==> src/rtl/sc_hdlc_pkg.sv <==
// Shared definitions for the HDLC RX merge path: AXIS beat layout, arbiter FSM encoding
// and a priority-encoder helper.
package sc_hdlc_pkg;

   localparam int DATA_W = 8;
   localparam int ID_W   = 5;
   localparam int DEST_W = 5;
   localparam int USER_W = 1;

   typedef enum logic [0:0] {
      ST_IDLE   = 1'b0,
      ST_STREAM = 1'b1
   } arb_state_e;

   typedef struct packed {
      logic [DATA_W-1:0] tdata;
      logic              tlast;
      logic              tkeep;
      logic [ID_W-1:0]   tid;
      logic [DEST_W-1:0] tdest;
      logic [USER_W-1:0] tuser;
   } axis_beat_t;

   // Index of the lowest set bit; 0 when the vector is empty (callers gate on |vec).
   function automatic logic [4:0] lowest_set(input logic [31:0] vec);
      logic [4:0] idx;
      idx = '0;
      for (int i = 31; i >= 0; i--) begin
         if (vec[i]) idx = 5'(i);
      end
      return idx;
   endfunction

endpackage

==> src/rtl/sc_hdlc_axis_skid.sv <==
// Two-entry AXIS register slice. Upstream ready depends only on occupancy, so the
// downstream ready never reaches the upstream side combinationally.
module sc_hdlc_axis_skid
   import sc_hdlc_pkg::*;
(
   input  logic       clk,
   input  logic       rstn,
   input  logic       s_valid_i,
   output logic       s_ready_o,
   input  axis_beat_t s_beat_i,
   output logic       m_valid_o,
   input  logic       m_ready_i,
   output axis_beat_t m_beat_o
);

   logic [1:0] count_q, count_d;
   axis_beat_t head_q, head_d;
   axis_beat_t tail_q, tail_d;
   logic       push;
   logic       pop;

   assign s_ready_o = (count_q != 2'd2);
   assign m_valid_o = (count_q != 2'd0);
   assign m_beat_o  = head_q;
   assign push      = s_valid_i & s_ready_o;
   assign pop       = m_valid_o & m_ready_i;

   always_comb begin
      // NOTE: every always_comb output gets a default first so no path leaves it unassigned (no latch).
      head_d  = head_q;
      tail_d  = tail_q;
      count_d = count_q;
      unique case ({push, pop})
         2'b10: begin
            if (count_q == 2'd0) head_d = s_beat_i;
            else                 tail_d = s_beat_i;
            count_d = count_q + 2'd1;
         end
         2'b01: begin
            head_d  = tail_q;
            count_d = count_q - 2'd1;
         end
         // Simultaneous push/pop only happens with one entry held: the new beat replaces the head.
         2'b11:   head_d = s_beat_i;
         default: ;
      endcase
   end

   // NOTE: state registers use non-blocking assignment so all flops update together at the edge.
   always_ff @(posedge clk) begin
      if (!rstn) count_q <= 2'd0;
      else       count_q <= count_d;
   end

   // NOTE: payload storage is deliberately not reset; the occupancy count alone marks it valid.
   always_ff @(posedge clk) begin
      head_q <= head_d;
      tail_q <= tail_d;
   end

endmodule

==> src/rtl/sc_hdlc_rx_arbiter.sv <==
// Packet-level arbiter merging NUM_CH HDLC RX streams into one AXIS stream; priority
// (skip_arb) requests beat round-robin, and a grant is held from first beat to tlast.
module sc_hdlc_rx_arbiter
   import sc_hdlc_pkg::*;
#(
   parameter int NUM_CH       = 4,
   parameter bit OVERRIDE_TID = 1'b1,
   localparam int CH_W        = $clog2(NUM_CH)
) (
   input  logic                     clk,
   input  logic                     rstn,
   input  logic [NUM_CH*DATA_W-1:0] s_axis_tdata,
   input  logic [NUM_CH-1:0]        s_axis_tvalid,
   output logic [NUM_CH-1:0]        s_axis_tready,
   input  logic [NUM_CH-1:0]        s_axis_tlast,
   input  logic [NUM_CH-1:0]        s_axis_tkeep,
   input  logic [NUM_CH*ID_W-1:0]   s_axis_tid,
   input  logic [NUM_CH*DEST_W-1:0] s_axis_tdest,
   input  logic [NUM_CH-1:0]        s_axis_tuser,
   input  logic [NUM_CH-1:0]        pkt_valid,
   input  logic [NUM_CH-1:0]        skip_arb,
   output logic [DATA_W-1:0]        m_axis_tdata,
   output logic                     m_axis_tvalid,
   input  logic                     m_axis_tready,
   output logic                     m_axis_tlast,
   output logic                     m_axis_tkeep,
   output logic [ID_W-1:0]          m_axis_tid,
   output logic [DEST_W-1:0]        m_axis_tdest,
   output logic [USER_W-1:0]        m_axis_tuser,
   output logic [CH_W-1:0]          cur_ch,
   output logic                     busy,
   output logic [31:0]              pkt_count
);

   arb_state_e        state_q, state_d;
   logic [CH_W-1:0]   cur_ch_q, cur_ch_d;
   logic [CH_W-1:0]   rr_ptr_q, rr_ptr_d;
   logic [31:0]       pkt_count_q, pkt_count_d;

   axis_beat_t        ch_beat [NUM_CH];
   axis_beat_t        sel_beat;
   axis_beat_t        out_beat;
   logic              sel_valid;
   logic              skid_s_ready;
   logic              skid_m_valid;
   logic              m_fire;

   logic [NUM_CH-1:0] elig;
   logic [NUM_CH-1:0] prio_req;
   logic [NUM_CH-1:0] rr_mask;
   logic [NUM_CH-1:0] rr_req;
   logic [CH_W-1:0]   grant_idx;

   always_comb begin
      for (int i = 0; i < NUM_CH; i++) begin
         ch_beat[i].tdata = s_axis_tdata[DATA_W*i +: DATA_W];
         ch_beat[i].tlast = s_axis_tlast[i];
         ch_beat[i].tkeep = s_axis_tkeep[i];
         ch_beat[i].tid   = s_axis_tid[ID_W*i +: ID_W];
         ch_beat[i].tdest = s_axis_tdest[DEST_W*i +: DEST_W];
         ch_beat[i].tuser = s_axis_tuser[i +: USER_W];
      end
   end

   // Round-robin: lowest eligible index at/after rr_ptr, wrapping to the lowest overall.
   always_comb begin
      elig     = s_axis_tvalid & pkt_valid;
      prio_req = elig & skip_arb;
      for (int i = 0; i < NUM_CH; i++) begin
         rr_mask[i] = (CH_W'(i) >= rr_ptr_q);
      end
      rr_req = elig & rr_mask;
      if (|prio_req)    grant_idx = CH_W'(lowest_set(32'(prio_req)));
      else if (|rr_req) grant_idx = CH_W'(lowest_set(32'(rr_req)));
      else              grant_idx = CH_W'(lowest_set(32'(elig)));
   end

   always_comb begin
      state_d       = state_q;
      cur_ch_d      = cur_ch_q;
      rr_ptr_d      = rr_ptr_q;
      s_axis_tready = '0;
      sel_valid     = 1'b0;
      sel_beat      = ch_beat[cur_ch_q];
      if (OVERRIDE_TID) sel_beat.tid = ID_W'(cur_ch_q);

      unique case (state_q)
         ST_IDLE: begin
            if (|elig) begin
               cur_ch_d = grant_idx;
               state_d  = ST_STREAM;
            end
         end
         ST_STREAM: begin
            s_axis_tready[cur_ch_q] = skid_s_ready;
            sel_valid               = s_axis_tvalid[cur_ch_q];
            if (sel_valid && skid_s_ready && sel_beat.tlast) begin
               state_d  = ST_IDLE;
               rr_ptr_d = (cur_ch_q == CH_W'(NUM_CH - 1)) ? '0 : cur_ch_q + CH_W'(1);
            end
         end
         default: state_d = ST_IDLE;
      endcase
   end

   sc_hdlc_axis_skid u_skid (
      .clk       (clk),
      .rstn      (rstn),
      .s_valid_i (sel_valid),
      .s_ready_o (skid_s_ready),
      .s_beat_i  (sel_beat),
      .m_valid_o (skid_m_valid),
      .m_ready_i (m_axis_tready),
      .m_beat_o  (out_beat)
   );

   assign m_fire      = skid_m_valid & m_axis_tready & out_beat.tlast;
   assign pkt_count_d = pkt_count_q + 32'(m_fire);

   always_ff @(posedge clk) begin
      if (!rstn) begin
         state_q     <= ST_IDLE;
         cur_ch_q    <= '0;
         rr_ptr_q    <= '0;
         pkt_count_q <= '0;
      end else begin
         state_q     <= state_d;
         cur_ch_q    <= cur_ch_d;
         rr_ptr_q    <= rr_ptr_d;
         pkt_count_q <= pkt_count_d;
      end
   end

   assign m_axis_tvalid = skid_m_valid;
   assign m_axis_tdata  = out_beat.tdata;
   assign m_axis_tlast  = out_beat.tlast;
   assign m_axis_tkeep  = out_beat.tkeep;
   assign m_axis_tid    = out_beat.tid;
   assign m_axis_tdest  = out_beat.tdest;
   assign m_axis_tuser  = out_beat.tuser;
   assign cur_ch        = cur_ch_q;
   assign busy          = (state_q == ST_STREAM) | skid_m_valid;
   assign pkt_count     = pkt_count_q;

endmodule

==> config.mk <==
export PLATFORM = sky130hd
export DESIGN_NAME = sc_hdlc_rx_arbiter
export DESIGN_NICKNAME = d
export VERILOG_FILES = /design/src/rtl/sc_hdlc_pkg.sv /design/src/rtl/sc_hdlc_axis_skid.sv /design/src/rtl/sc_hdlc_rx_arbiter.sv
export SDC_FILE = /design/constraint.sdc
export NUM_CORES = 1
export LEC_CHECK = 0
export BUFFER_PORTS_ARGS = -buffer_cell sky130_fd_sc_hd__buf_2
export CORE_AREA = 2 2 109 111
export CTS_CLUSTER_SIZE = 12
export DETAILED_ROUTE_END_ITERATION = 7
export DIE_AREA = 0 0 111 113
export GPL_TIMING_DRIVEN = 0
export SETUP_SLACK_MARGIN = 0.4
export SYNTH_ARGS = -nofsm -noshare
export SYNTH_HDL_FRONTEND = slang
export SYNTH_SLANG_ARGS = --single-unit
==> constraint.sdc <==
create_clock -name clk -period 3.4 [get_ports clk]
set_input_delay 0.34 -clock clk [delete_from_list [all_inputs] [get_ports clk]]
set_output_delay 0.34 -clock clk [all_outputs]
set_load 0.005 [all_outputs]
==> impl_results.md, run 1 <==
* Status: finished clean
* Max_slew headroom at 0.440
* Port bufs at 136
* Async set-reset flop share out of synthesis at 0
* Syn Area/Cell at 12.1 sq um
* Seq/Total Area, Yosys at 0.478
* Fill cell count at 1060
* Hold_ws at 0.383 ns
* Setup Viol. Count Final at 0
* Crit Path Class: reg -> reg
* DRC Markers at 0
* Via count at 3018
* ANT cells at 0
* Pin count of the biggest net entering global routing at 19
* Initial Util at 0.346
* Reg2Reg Capture Point: u_skid.m_beat_o[3]$_DFFE_PP_
* DRT Pass-1 Iters at 4
* R2R Setup Slk at 0.77 ns
* CTS Root Cell: clkbuf_16
* GR Layer Usage met2 at 0.240
* Register area at 1860 sq um
* Routed Antenna Nets at 0
* Crit path from: cur_ch[0]$_SDFFE_PN0P_
* Row count at 39
* Post-synth cell types at 42
* Share of layout cells above drive strength 1 at 0.394
* CP startpoint kind: flip-flop
* Grt met1 use at 0.200
* Top cells by area, synth: edfxtp_1 28%, dfxtp_1 20%, mux4_1 11%
* Clock transition at path regs at 0.06 ns
* Worst reg2reg path depth at 5
* Gpl congestion at 0.799
* MaxCap Viol Count at 0
* Final Net Count at 580
* Drt wl/cell at 15.4 um
* Wirelength, routed at 9.55 mm
* YS warnings at 0
* Most used routing layer: met2
* Number of synthesized register bits at 75
* Area taken by multi-input logic gates at 1920 sq um
* Post-CTS Setup Bufs at 0
* Clock tree from TritonCTS: yes
* Worst hold path type: in -> reg
* Routed vias/inst at 4.87
* First-pass GRT wire length at 15.0 mm
* Placed inst area at 4780 sq um
* Worst Skew at 0.00505 ns
* I/O Pins at 160
* CTS H-tree lvls at 3
* CTS Buffer Depth at 2
* Post-Synthesis Cells at 322
* Vias in the first global route at 2931
* Post-synth top flop: dfxtp_1
* PostCTS Resize Cnt at 0
* Iteration-0 DRC count of the detailed router at 91
* Number of flops mapped to enable cells by yosys at 36
* Highest clock rate at 380 MHz
* Post-DP HPWL at 7.31 mm
* Die X at 111 um
* Clock Latency Late Sink at 0.34 ns
* Post-Layout Inst Area at 5150 sq um
* Synth top area share at 0.277
* Core ar. at 11300 sq um
* Total CTS buffers at 9
* Clock sinks at 75
* Final Hold Violating Endpoints at 0
* Max VDD drop at 0.000233 V
* Final critical-path setup slack at 0.770 ns
* Layout area overhead at 32.1%
* Worst R2R Start: cur_ch[0]$_SDFFE_PN0P_
* Worst-path fanout max at 10
* GRT overflow at 0
* GRT Overall Usage at 0.154
* Crit end category: flip-flop
* Post-synthesis cell type with the largest combined area: edfxtp_1
* Slew @ Worst Pin at 0.840 ns
* CTS hold repair buffers at 0
* P per Cell Area at 554 nW/um^2
* CP endpoint: u_skid.m_beat_o[3]$_DFFE_PP_
* Dpl ws at 0.771 ns
* Fin crit period at 2.63 ns
* Met3 Resource Use GR at 0.0402
* RSZ-0062 raised after global routing: no
* Initial antenna violation count at 0
* Leak at 2.18 nW
* Die area at 12500 sq um
* Syn Std Cell Area at 3900 sq um
* WP data required at 3.49 ns
* Max Slew Vio Count at 0
* Die Y-Extent at 113 um
* Worst EP arrival at 2.72 ns
* Final period utilization at 0.773
-- flip-flops by register name, indices dropped and copies added, names as in the netlist --
signal / cells
pkt_count: 32
u_skid.m_beat_o: 18
u_skid.tail_q: 18
cur_ch: 2
rr_ptr_q: 2
u_skid.count_q: 2
state_q: 1
-- area by class of cell --
| cell class | count | share of cell area |
|---|---|---|
| Tap cell | 143 | 0.0348 |
| Multi-Input combinational cell | 227 | 0.372 |
| Clock buffer | 9 | 0.0438 |
| Inverter | 5 | 0.00365 |
| Timing Repair Buffer | 137 | 0.135 |
| Clock inverter | 7 | 0.0272 |
| Sequential cell | 75 | 0.362 |
| Buffer | 17 | 0.0214 |
-- layer usage --
layer	part of all wire	up-vias
met5	0	-
met4	0.028	0
met3	0.050	21
met2	0.47	86
met1	0.45	1418
li1	-	1493
-- kinds of logic after synthesis --
family | count (synthesis) | share of synthesized area
AO/OA/AOI/OAI | 29 | 0.0466
XOR/XNOR | 28 | 0.0629
adder cells (fa/ha/maj) | 9 | 0.0289
buffers and inverters | 22 | 0.0331
flip-flops | 75 | 0.478
multiplexers | 33 | 0.161
other | 1 | 0.000962
AND/OR/NAND/NOR | 125 | 0.189
-- metrics by stage --
| step | setup TNS (ns) | cells | util | power [mW] |
|---|---|---|---|---|
| finish | 0 | 620 | 0.457 | 2.85 |
| global route | 0 | 620 | 0.457 | 2.98 |
| floorplan | 0 | 324 | - | 1.46 |
| detailed placement | 0 | 604 | 0.424 | 1.72 |
| global placement | -2.21 | 603 | 0.423 | 1.69 |
| CTS | 0 | 620 | 0.457 | 2.89 |
-- synth_stat cells (4+ instances only) --
cell type,n
and2_1,31
and3_1,8
nand3_1,18
ha_1,9
mux4_1,17
dfxtp_1,39
o21ai_0,14
nand2_1,28
mux2_2,16
buf_4,6
nand4_1,10
inv_1,5
nor2_1,6
or3_1,5
edfxtp_1,36
a21boi_0,5
xnor2_1,26
clkbuf_1,4
-- worst max-delay path, stage by stage, from the launching register on --
cell and delay, ns:
dfxtp_1 0.47, mux4_1 0.62, nand3_1 0.17, ha_1 0.22
buf_1 0.49, mux2_2 0.42
-- cells in the final DEF (no fill, tap or decap), types with 6 or more instances in the layout --
master	synthesis	layout
buf_4	6	6
nand2_1	28	28
nand4_1	10	10
dfxtp_1	39	39
and3_1	8	8
buf_2	1	137
ha_1	9	9
mux2_2	16	16
xnor2_1	26	26
nand3_1	18	18
nor2_1	6	6
clkbuf_16	0	9
o21ai_0	14	13
and2_1	31	31
mux4_1	17	17
edfxtp_1	36	36
-- worst min path at each step --
stage / from / to / slack [ns] / cells after the start
floorplan: cur_ch[1]$_SDFFE_PN0P_ / u_skid.tail_q[7]$_DFFE_PP_ / 0.48 / 0
global placement: pkt_count[20]$_SDFF_PN0_ / pkt_count[20]$_SDFF_PN0_ / 0.50 / 2
detailed placement: pkt_count[20]$_SDFF_PN0_ / pkt_count[20]$_SDFF_PN0_ / 0.51 / 2
CTS: skip_arb[2] / cur_ch[0]$_SDFFE_PN0P_ / 0.38 / 3
global route: skip_arb[2] / cur_ch[0]$_SDFFE_PN0P_ / 0.39 / 3
finish: skip_arb[2] / cur_ch[0]$_SDFFE_PN0P_ / 0.38 / 3
-- report_power, final --
part / switching [mW] / leakage [nW] / internal [mW]
sequential: 0.0431 / 0.647 / 1.11
clock: 0.374 / 0.172 / 0.789
combinational: 0.274 / 1.36 / 0.266
(Power assumes the default switching activity.)
==> inputs of run 2 (changes only) <==
clock period = 2.5 ns   (was 3.4 ns; I/O delays follow)
==> run 2 against run 1 <==
  * Sequential share of layout area is 0.83 points lower
  * Total power is 32% higher
  * Hold slack worse by 0.10 ns
  * Critical endpoint is now pkt_count[30]$_SDFF_PN0_
==> impl_results.md, run 2 (same netlist as run 1, synthesis figures left out) <==
* CTS Buffer Depth at 2
* Crit path from: u_skid.count_q[1]$_SDFFE_PN0P_
* Register area at 1870 sq um
* GRT overflow at 0
* Leak at 2.28 nW
* Max_slew headroom at 0.655
* Clock tree from TritonCTS: yes
* CTS Root Cell: clkbuf_16
* Post-DP HPWL at 7.24 mm
* Reg2Reg Capture Point: pkt_count[30]$_SDFF_PN0_
* Max VDD drop at 0.000341 V
* Gpl congestion at 0.803
* Crit end category: flip-flop
* Slew @ Worst Pin at 0.517 ns
* Die Y-Extent at 113 um
* Initial Util at 0.346
* Hold EP: cur_ch[0]$_SDFFE_PN0P_
* R2R Setup Slk at 0.48 ns
* Switching Share at 0.250
* Worst Skew at 0.00632 ns
* Hold Path Stages at 3
* Drt wl/cell at 15.3 um
* Max reg flops at 32
* Max Slew Vio Count at 0
* Fin crit period at 2.02 ns
* Core ar. at 11300 sq um
* Die X at 111 um
* CTS H-tree lvls at 3
* Comb pwr share at 0.230
* Worst reg2reg path depth at 10
* Sequential Power Share at 0.414
* Psw at 945 uW
* Via count at 3080
* CP startpoint kind: flip-flop
* Vias in the first global route at 2970
* Hold Path Origin: skip_arb[2]
* First-pass GRT wire length at 14.9 mm
* Pin count of the biggest net entering global routing at 19
* Initial antenna violation count at 0
* Status: finished clean
* Placed inst area at 4780 sq um
* Post-Layout Inst Area at 5300 sq um
* Total CTS buffers at 9
* Most common cell after layout, fill and taps aside: buf_2
* Routed Antenna Nets at 0
* Setup Viol. Count Final at 0
* Clock Latency Late Sink at 0.33 ns
* Worst hold path type: in -> reg
* I/O Pins at 160
* Clock sinks at 75
* Layout area overhead at 36.1%
* Iteration-0 DRC count of the detailed router at 150
* Clock transition at path regs at 0.06 ns
* Share of layout cells above drive strength 1 at 0.439
* GRT Overall Usage at 0.152
* Commonest non-fill, non-tap cells in the layout: 136 x buf_2, 36 x edfxtp_1, 35 x dfxtp_1, 30 x and2_1, 28 x nand2_1
* Worst EP arrival at 2.25 ns
* Final Hold Violating Endpoints at 0
* Aggregate negative setup slack at 0 ns
* DRC Markers at 0
* Clk network pwr share at 0.356
* Final Net Count at 591
* P_int at 2.83 mW
* Crit Path Class: reg -> reg
* RSZ-0062 raised after global routing: no
* DRT Pass-1 Iters at 5
* Area taken by multi-input logic gates at 2000 sq um
* Wirelength, routed at 9.65 mm
* Final core area utilization at 0.471
* Final period utilization at 0.808
* CTS hold repair buffers at 0
* Fill cell count at 1037
* Total power at 3.78 mW
* MaxCap Viol Count at 0
* Routed vias/inst at 4.89
* WP data required at 2.73 ns
* Highest clock rate at 495 MHz
* Worst R2R Start: u_skid.count_q[1]$_SDFFE_PN0P_
* P per Cell Area at 712 nW/um^2
* Die area at 12500 sq um
* Port bufs at 136
* ANT cells at 0
* Row count at 39
* Worst-path fanout max at 5
## run 2: power by group through the flow
stage,sequential (mW),clock [mW],combinational (mW)
after floorplan,1.60,0,0.397
after global placement,1.59,0,0.706
after detailed placement,1.59,0,0.755
after CTS,1.57,1.38,0.794
after global routing,1.58,1.43,0.962
final,1.56,1.34,0.869
## run 2: worst max path at each step
stage	end	slack, ns	cells past startpoint
final	pkt_count[30]$_SDFF_PN0_	0.48	10
after CTS	u_skid.m_beat_o[19]$_DFFE_PP_	0.41	5
after global routing	pkt_count[27]$_SDFF_PN0_	0.39	8
after global placement	u_skid.m_beat_o[3]$_DFFE_PP_	-0.26	4
after detailed placement	pkt_count[30]$_SDFF_PN0_	-0.05	10
after floorplan	u_skid.m_beat_o[0]$_DFFE_PP_	0.40	4
## run 2: through the flow
step / cells / hold WS, ns / setup WS, ns
floorplan: 324 / 0.472 / 0.405
global placement: 603 / 0.495 / -0.259
detailed placement: 604 / 0.498 / -0.0504
CTS: 623 / 0.274 / 0.408
global route: 630 / 0.281 / 0.393
finish: 630 / 0.281 / 0.479
## run 2: worst max-delay path, stage by stage, from the launching register on
cell and delay (ns):
dfxtp_4 0.36, or2_4 0.13, and3_4 0.20, ha_4 0.15, ha_4 0.15, nand3_4 0.08, nor3_4 0.23, buf_6 0.17
nand4b_1 0.12, xnor2_1 0.17, and2_1 0.15
## run 2: final cells by class
type,instances,area share
inverter,5,0.00354
tap,143,0.0337
multi-input combinational,227,0.378
sequential,75,0.353
clock inverter,6,0.0153
clock buffer,9,0.0425
timing repair buffer,148,0.147
buffer,17,0.0262
## run 2: repair_timing
item | in CTS | in global routing
setup endpoints to repair | 63 | 56
gates resized for setup | 26 | 10
cloned | 1 | 0
hold endpoints to repair | 0 | 0
setup buffers | 3 | 7
pin swaps | 1 | 4
## run 2: per-layer routing
metal	GRT usage	share of wire	up-vias
met4	0.0525	0.016	0
met3	0.0418	0.049	11
met1	0.200	0.45	1472
li1	-	-	1518
met5	0	0	-
met2	0.244	0.49	79
